`config.mk`:
```
export PLATFORM = sky130hd
export DESIGN_NAME = crtc_vram_arbiter
export DESIGN_NICKNAME = d
export VERILOG_FILES = /design/src/rtl/crtc_vram_arbiter.sv
export SDC_FILE = /design/constraint.sdc
export NUM_CORES = 1
export LEC_CHECK = 0
export CELL_PAD_IN_SITES_DETAIL_PLACEMENT = 0
export CELL_PAD_IN_SITES_GLOBAL_PLACEMENT = 1
export CORE_AREA = 2 2 85 87
export CTS_CLUSTER_SIZE = 12
export DETAILED_ROUTE_END_ITERATION = 12
export DIE_AREA = 0 0 87 89
export PLACE_DENSITY = 0.86
export SYNTH_ARGS = -nofsm -noshare
export SYNTH_HDL_FRONTEND = slang
export SYNTH_SLANG_ARGS = --single-unit
export TNS_END_PERCENT = 10
```
`constraint.sdc`:
```
create_clock -name CLOCK -period 2.4 [get_ports CLOCK]
set_input_delay 0.72 -clock CLOCK [delete_from_list [all_inputs] [get_ports CLOCK]]
set_output_delay 0.72 -clock CLOCK [all_outputs]
set_load 0.005 [all_outputs]
```
`src/rtl/crtc_vram_arbiter.sv`:
```
// crtc_vram_arbiter
//   Time-slot arbiter for the shared 64 KB video RAM. A free-running 2-bit
//   slot counter divides every character into four VRAM slots:
//
//   slot | use
//   -----+----------------------------------------------------------
//    0   | video byte 0 (or CPU access on a blank character, see below)
//    1   | video byte 1 (idle on a blank character)
//    2   | CPU access, when a new request is present
//    3   | idle / refresh, CRTC clock enable high
//
//   Video data returns one cycle after its address, so byte 0 lands at the
//   edge ending slot 1 and byte 1 at the edge ending slot 2, where the
//   16-bit word is published with VID_VALID during slot 3. A CPU access
//   granted in slot s completes at the edge ending slot s+1 and CPU_ACK is
//   high in slot s+2.
//
// Parameters
//   CPC_MAP   1: video byte address {MA[13:12], RA[2:0], MA[9:0], b}
//             0: linear address {1'b0, MA[13:0], b}
//
// Optional feature macro
//   VIDEO_SKIP_BLANK_EN  when defined, DE is sampled in slot 0; a character
//                        with DE low does no video fetch, hands slot 0 to
//                        the CPU and leaves slot 1 idle.
//
// Ports
//   CLOCK, nRESET            clock, synchronous active-low reset
//   CRTC_CE                  one-cycle CRTC clock enable (slot 3)
//   MA, RA, DE               CRTC address, row address, display enable
//   VID_DATA, VID_VALID      {byte1, byte0} of the last fetch, update strobe
//   CPU_REQ, CPU_WE          CPU request level and direction
//   CPU_ADDR, CPU_DI         CPU byte address and write data
//   CPU_DO, CPU_ACK          CPU read data and completion strobe
//   RAM_EN, RAM_WE           VRAM enable / write enable (combinational)
//   RAM_ADDR, RAM_DI         VRAM address / write data (combinational)
//   RAM_DO                   VRAM read data, one cycle after the address

module crtc_vram_arbiter #(
    parameter int CPC_MAP = 1
) (
    input  logic        CLOCK,
    input  logic        nRESET,
    output logic        CRTC_CE,
    input  logic [13:0] MA,
    input  logic [4:0]  RA,
    input  logic        DE,
    output logic [15:0] VID_DATA,
    output logic        VID_VALID,
    input  logic        CPU_REQ,
    input  logic        CPU_WE,
    input  logic [15:0] CPU_ADDR,
    input  logic [7:0]  CPU_DI,
    output logic [7:0]  CPU_DO,
    output logic        CPU_ACK,
    output logic        RAM_EN,
    output logic        RAM_WE,
    output logic [15:0] RAM_ADDR,
    output logic [7:0]  RAM_DI,
    input  logic [7:0]  RAM_DO
);

    logic [1:0]  sc;
    logic        skip_now;
    logic        skip_q;
    logic        video_slot;
    logic        cpu_slot;
    logic        new_req;
    logic        grant;
    logic        grant_q;
    logic        grant_we_q;
    logic [7:0]  byte0;
    logic [15:0] vaddr;

    // skip_now: this is slot 0 of a blank character. skip_q carries that
    // decision through slots 1..3 of the same character.
`ifdef VIDEO_SKIP_BLANK_EN
    assign skip_now = (sc == 2'd0) && !DE;

    always_ff @(posedge CLOCK) begin
        if (!nRESET)
            skip_q <= 1'b0;
        else if (sc == 2'd0)
            skip_q <= !DE;
    end
`else
    logic unused_de;

    assign skip_now  = 1'b0;
    assign skip_q    = 1'b0;
    assign unused_de = DE;
`endif

    generate
        if (CPC_MAP != 0) begin : g_cpc
            logic unused_ra;
            assign unused_ra = ^RA[4:3];
            assign vaddr = {MA[13:12], RA[2:0], MA[9:0], sc[0]};
        end else begin : g_linear
            logic unused_ra;
            assign unused_ra = ^RA;
            assign vaddr = {1'b0, MA, sc[0]};
        end
    endgenerate

    // A request still high during its own ACK cycle is the one just served.
    assign new_req    = CPU_REQ && !CPU_ACK;
    assign cpu_slot   = (sc == 2'd2) || skip_now;
    assign grant      = nRESET && cpu_slot && new_req;
    assign video_slot = nRESET && (((sc == 2'd0) && !skip_now) ||
                                   ((sc == 2'd1) && !skip_q));

    // Video and CPU slots are disjoint, so at most one branch is live.
    always_comb begin
        RAM_EN   = 1'b0;
        RAM_WE   = 1'b0;
        RAM_ADDR = 16'h0000;
        RAM_DI   = 8'h00;
        if (video_slot) begin
            RAM_EN   = 1'b1;
            RAM_ADDR = vaddr;
        end else if (grant) begin
            RAM_EN   = 1'b1;
            RAM_WE   = CPU_WE;
            RAM_ADDR = CPU_ADDR;
            RAM_DI   = CPU_DI;
        end
    end

    always_ff @(posedge CLOCK) begin
        if (!nRESET) begin
            sc         <= 2'd0;
            CRTC_CE    <= 1'b0;
            VID_VALID  <= 1'b0;
            VID_DATA   <= 16'h0000;
            CPU_ACK    <= 1'b0;
            CPU_DO     <= 8'h00;
            grant_q    <= 1'b0;
            grant_we_q <= 1'b0;
            byte0      <= 8'h00;
        end else begin
            sc         <= sc + 2'd1;
            CRTC_CE    <= (sc == 2'd2);
            VID_VALID  <= (sc == 2'd2) && !skip_q;
            grant_q    <= grant;
            grant_we_q <= CPU_WE;
            CPU_ACK    <= grant_q;
            if (grant_q && !grant_we_q)
                CPU_DO <= RAM_DO;
            if ((sc == 2'd1) && !skip_q)
                byte0 <= RAM_DO;
            if ((sc == 2'd2) && !skip_q)
                VID_DATA <= {RAM_DO, byte0};
        end
    end

endmodule
```
== Yosys cells after proc, flatten, opt, wreduce, memory -nomap -nowiden ==
Index checks and enable logic that the tools add are counted.
W data, S select, Z words.

* Register bits: 38
* Input port bits: 56
* Output and inout bits: 53
* Word-level logic and storage cells: 28

* Add/subtract/negate cells: 1
* Eq/ne operators: 2
* Muxes and demuxes: 8
* Reductions and logical operators: 9

{| class="wikitable"
|+ Operators with widths
! kind !! number
|-
| $mux W16 || 2
|-
| $mux W8 || 2
|-
| $logic_and A1 B1 Y1 || 5
|-
| $mux W1 || 4
|-
| $add A2 B1 Y2 const B || 1
|-
| $eq A2 B1 Y1 const B || 1
|-
| $eq A2 B2 Y1 const B || 1
|-
| $logic_not A1 Y1 || 2
|-
| $logic_not A2 Y1 || 1
|-
| $logic_or A1 B1 Y1 || 1
|}

== Depth between registers and ports, before layout ==
* Word-level depth: 5
* Mapped depth: 7
* Depth with buffers taken out: 5

== Worst setup path before layout ==
Ideal clock, no wire load.

* Path kind: in2out
* From: input port nRESET
* To: output port RAM_ADDR[10]
* Arrival time: 1.374 ns
* Required time: 1.680 ns
* Setup slack: 0.306 ns
* Cell stages on the path: 4
* Path buffers: 1
* Path through: nand4b_4 nor3_4 buf_6 a22o_1

* Cells in the longest elaborated chain, start to end: 4
* Elaborated cells on any way between the ends: 5
* Those cells by class: mux (2); reduce/logical (3)

{| class="wikitable"
|+ RTL lines
! item !! RTL line !! text
|-
| start: declaration || 43 || <nowiki>input logic nRESET,</nowiki>
|-
| $logic_and A1 B1 Y1 (2 in a row) || 109 || <nowiki>assign grant = nRESET && cpu_slot && new_req;</nowiki>
|-
| $mux W16 || 122 || <nowiki>end else if (grant) begin</nowiki>
|-
| $mux W16 (*) || 119 || <nowiki>if (video_slot) begin</nowiki>
|-
| end: declaration || 58 || <nowiki>output logic [15:0] RAM_ADDR,</nowiki>
|}

Every way passes the cells marked *; elsewhere a longest branch is shown, timed or not.

== Worst setup path after layout ==
* From: input port nRESET
* To: output port RAM_ADDR[14]

The elaborated chain is that of the path after synthesis.

==> qor.csv <==
stage,metric,value,unit
sta,final.period_utilization,105,%
worst_setup_path,reg2reg_depth,6,
worst_setup_path,cp.arrival,1800,ps
status,status,"complete, but fails checks",
yosys,synthesis.nets,225,
sta,worst_pin_slew,683,ps
yosys,synthCells,166,
power,p_int,1.27,mW
die,die_h,89,um
yosys,netlist.top_cell.by_area,dfxtp_1,
placed_design,place_area,2840,um^2
worst_setup_path,crit_path_end_kind,primary output,
worst_setup_path,worstReg2RegEnd,VID_DATA[14]$_SDFFE_PN0N_,
die,placementRows,30,
hold_path,hp-start,CPU_DO[4]$_SDFFE_PN0P_,
yosys,ys_seq_area_share,44.4,%
power,power_leakage,1.21,nW
global_routing,grt-ovfl-total,0,
sta,fin_ws,-122,ps
layout,syn_to_final_growth,78.1,%
power,peakVddDrop,322,uV
worst_setup_path,cp.required,1680,ps
clock_network,cts_tree,built,
power,power,1.63,mW
global_routing,grt_max_degree,38,
worst_setup_path,crit_fanout,16,
sta,fin_crit,2520,ps
clock_network,path_clk_slew,80,ps
worst_setup_path,startpoint_type,primary input,
yosys,yosys.area_share.adder,2.19,%
placed_design,dp_cells,344,
drt,firstDrtPassIters,4,
clock_network,postCtsHoldBufs,0,
hold_path,holdPathStages,2,
drt,drcViolationCount,0,
sta,fmax,0.397,GHz
global_routing,grt_pass1_wl,7.97,mm
clock_network,clock_sinks,38,
global_routing,antenna_found_initial,0,
yosys,synthSimpleGateAreaFrac,20.8,%
layout,fin_nets,338,
power,seq_power_share,41.2,%
worst_setup_path,rr_startpoint,sc[0]$_SDFF_PN0_,
yosys,synth_compound_area_share,12.1,%
worst_setup_path,reg2reg_setup_slack,980,ps
yosys,synthXorXnorAreaFrac,0,%
clock_network,clk_latency,280,ps
yosys,synth_top_family_by_area,simple AND/OR/NAND/NOR gates,
drt,wirelength,5.31,mm
yosys,yosysTopAreaCellShare,44.4,%
drt,drtAntennaViolNets,0,
power,swShare,22.0,%
yosys,avgSynthCellArea,10.3,um^2
placed_design,hpwl,3.76,mm
clock_network,cts_buffers,5,
drt,drt_iter0_markers,30,
die,die_area,7740,um^2
run,maxCapViolations,0,
die,pin_count,109,
yosys,yosys_warnings,0,
placed_design,gp_congestion,0.711,
power,p_sw,359,uW
sta,skew,4.53,ps
sta,hold_violations,0,
power,pwr_density_cell,535,nW/um^2
yosys,synth_seq_cells,38,
hold_path,hold_path.class,flip-flop to flip-flop,
die,die_w,87,um
worst_setup_path,cp-startpoint,nRESET,
status,violations,negative setup slack,
placed_design,portBuffers,103,
power,p_clk_share,39.6,%
drt,via_per_inst,4.42,
drt,post_drt_wl_per_cell,14.7,um
yosys,synthMuxAreaShare,14.0,%
clock_network,cts_buffer_depth,2,
layout,instances_no_fill,360,
die,coreArea,6720,um^2
yosys,yosysUniqueCellTypes,18,
sta,grt_setup_unrepaired,yes,
sta,slew_viol_final,0,
yosys,syn_area,1710,um^2
hold_path,holdPathEnd,CPU_DO[4]$_SDFFE_PN0P_,
sta,setup_viol,25,
sta,slew_headroom,54.4,%
clock_network,htree_levels,2,
global_routing,grt_usage,13.6,%
die,start_util,25.5,%
sta,hold_slack,469,ps
global_routing,grt_pass1_vias,1595,
drt,routed-via-count,1590,
clock_network,root_buffer,clkbuf_8,
layout,num_antenna_cells,0,
layout,stdcell_area,3050,um^2
layout,drive_gt1_share,22.5,%
yosys,ys_top_cells_by_area,"dfxtp_1 (44%), mux2i_1 (14%), nor2b_1 (9.5%)",
worst_setup_path,critPathKind,primary input to primary output,
power,combPwrFrac,19.2,%
==> Yosys cell counts, drive strengths merged <==
master / number
a21boi: 8
a22o: 16
and2: 13
buf: 8
clkbuf: 6
dfxtp: 38
ha: 3
inv: 3
mux2i: 24
nand2: 16
nand2b: 2
nand4b: 1
nor2b: 26
nor3: 1
o21a: 1
==> cell type report <==
type	count	area, um^2
well taps	80	100
clock inverters	3	68.8
clock buffers	5	68.8
inverters	3	13.8
multi-input cells	111	885
flip-flops and latches	38	766
fillers	642	3670
repair buffers	120	1150
==> cell families after synthesis <==
group | after synthesis
buffers and inverters | 17
muxes | 24
and+or+nand+nor | 59
AOI/OAI and AO/OA | 25
adders and majority gates | 3
DFF | 38
==> metrics by stage <==
step           worst slack (ps)  util (%)  TNS (ps)
2_1_floorplan               306         -         0
3_3_place_gp               -775      42.2    -18510
3_5_place_dp               -760      42.2    -18500
4_1_cts                    -157      45.3     -2750
5_1_grt                    -187      45.4     -3790
6_report                   -122      45.4     -1810
==> worst max-delay path by stage <==
stage,end,slack [ps]
final,RAM_ADDR[14],-120
after global routing,RAM_ADDR[14],-190
after CTS,RAM_ADDR[10],-160
after detailed placement,RAM_ADDR[10],-760
after global placement,RAM_ADDR[10],-770
after floorplan,RAM_ADDR[10],310
==> critical path: stages <==
cell and delay (ps):
buf_2 120, buf_4 130, o21a_1 120, buf_12 120, buf_4 180, a22o_1 260
buf_2 130
==> power groups by stage <==
stage | Sequential [mW] | Combinational (mW) | Clock, mW
2_1_floorplan | 0.684 | 0.130 | 0
3_3_place_gp | 0.685 | 0.314 | 0
3_5_place_dp | 0.685 | 0.318 | 0
4_1_cts | 0.674 | 0.315 | 0.662
5_1_grt | 0.677 | 0.340 | 0.689
6_report | 0.673 | 0.313 | 0.646
==> cells in the final DEF (no fill, tap or decap), types with 2 or more instances in the layout <==
cell / n
and2_4: 2
buf_8: 2
clkdlybuf4s50_1: 75
buf_16: 3
clkbuf_8: 5
buf_12: 3
bufinv_16: 2
and2_1: 11
ha_4: 3
nand2_1: 16
mux2i_1: 24
dfxtp_1: 36
nor2b_1: 26
nand2b_1: 2
a22o_1: 16
buf_2: 25
buf_4: 9
a21boi_0: 8
buf_6: 2
==> metal layers <==
metal  vias to the layer above  track usage [%]  wire (um)
li1                        779                -          -
met1                       723             13.0       1850
met2                        86             26.9       2730
met3                         2             5.63        701
met4                         0             3.41         19
met5                         -                0          0
==> state kept, by name, summed over array words and instances (netlist names) <==
name / cells
CPU_DO: 8
sc: 2
VID_DATA: 16
CPU_ACK: 1
VID_VALID: 1
grant_q: 1
grant_we_q: 1
byte0: 8
==> what timing repair did <==
action | CTS | global route
buffers inserted | 5 | 0
endpoints found under the setup margin | 26 | 25
cloned | 3 | 0
pin swaps | 14 | 10
resized for setup | 128 | 2
Note: power is estimated with default switching activity, not from simulation.
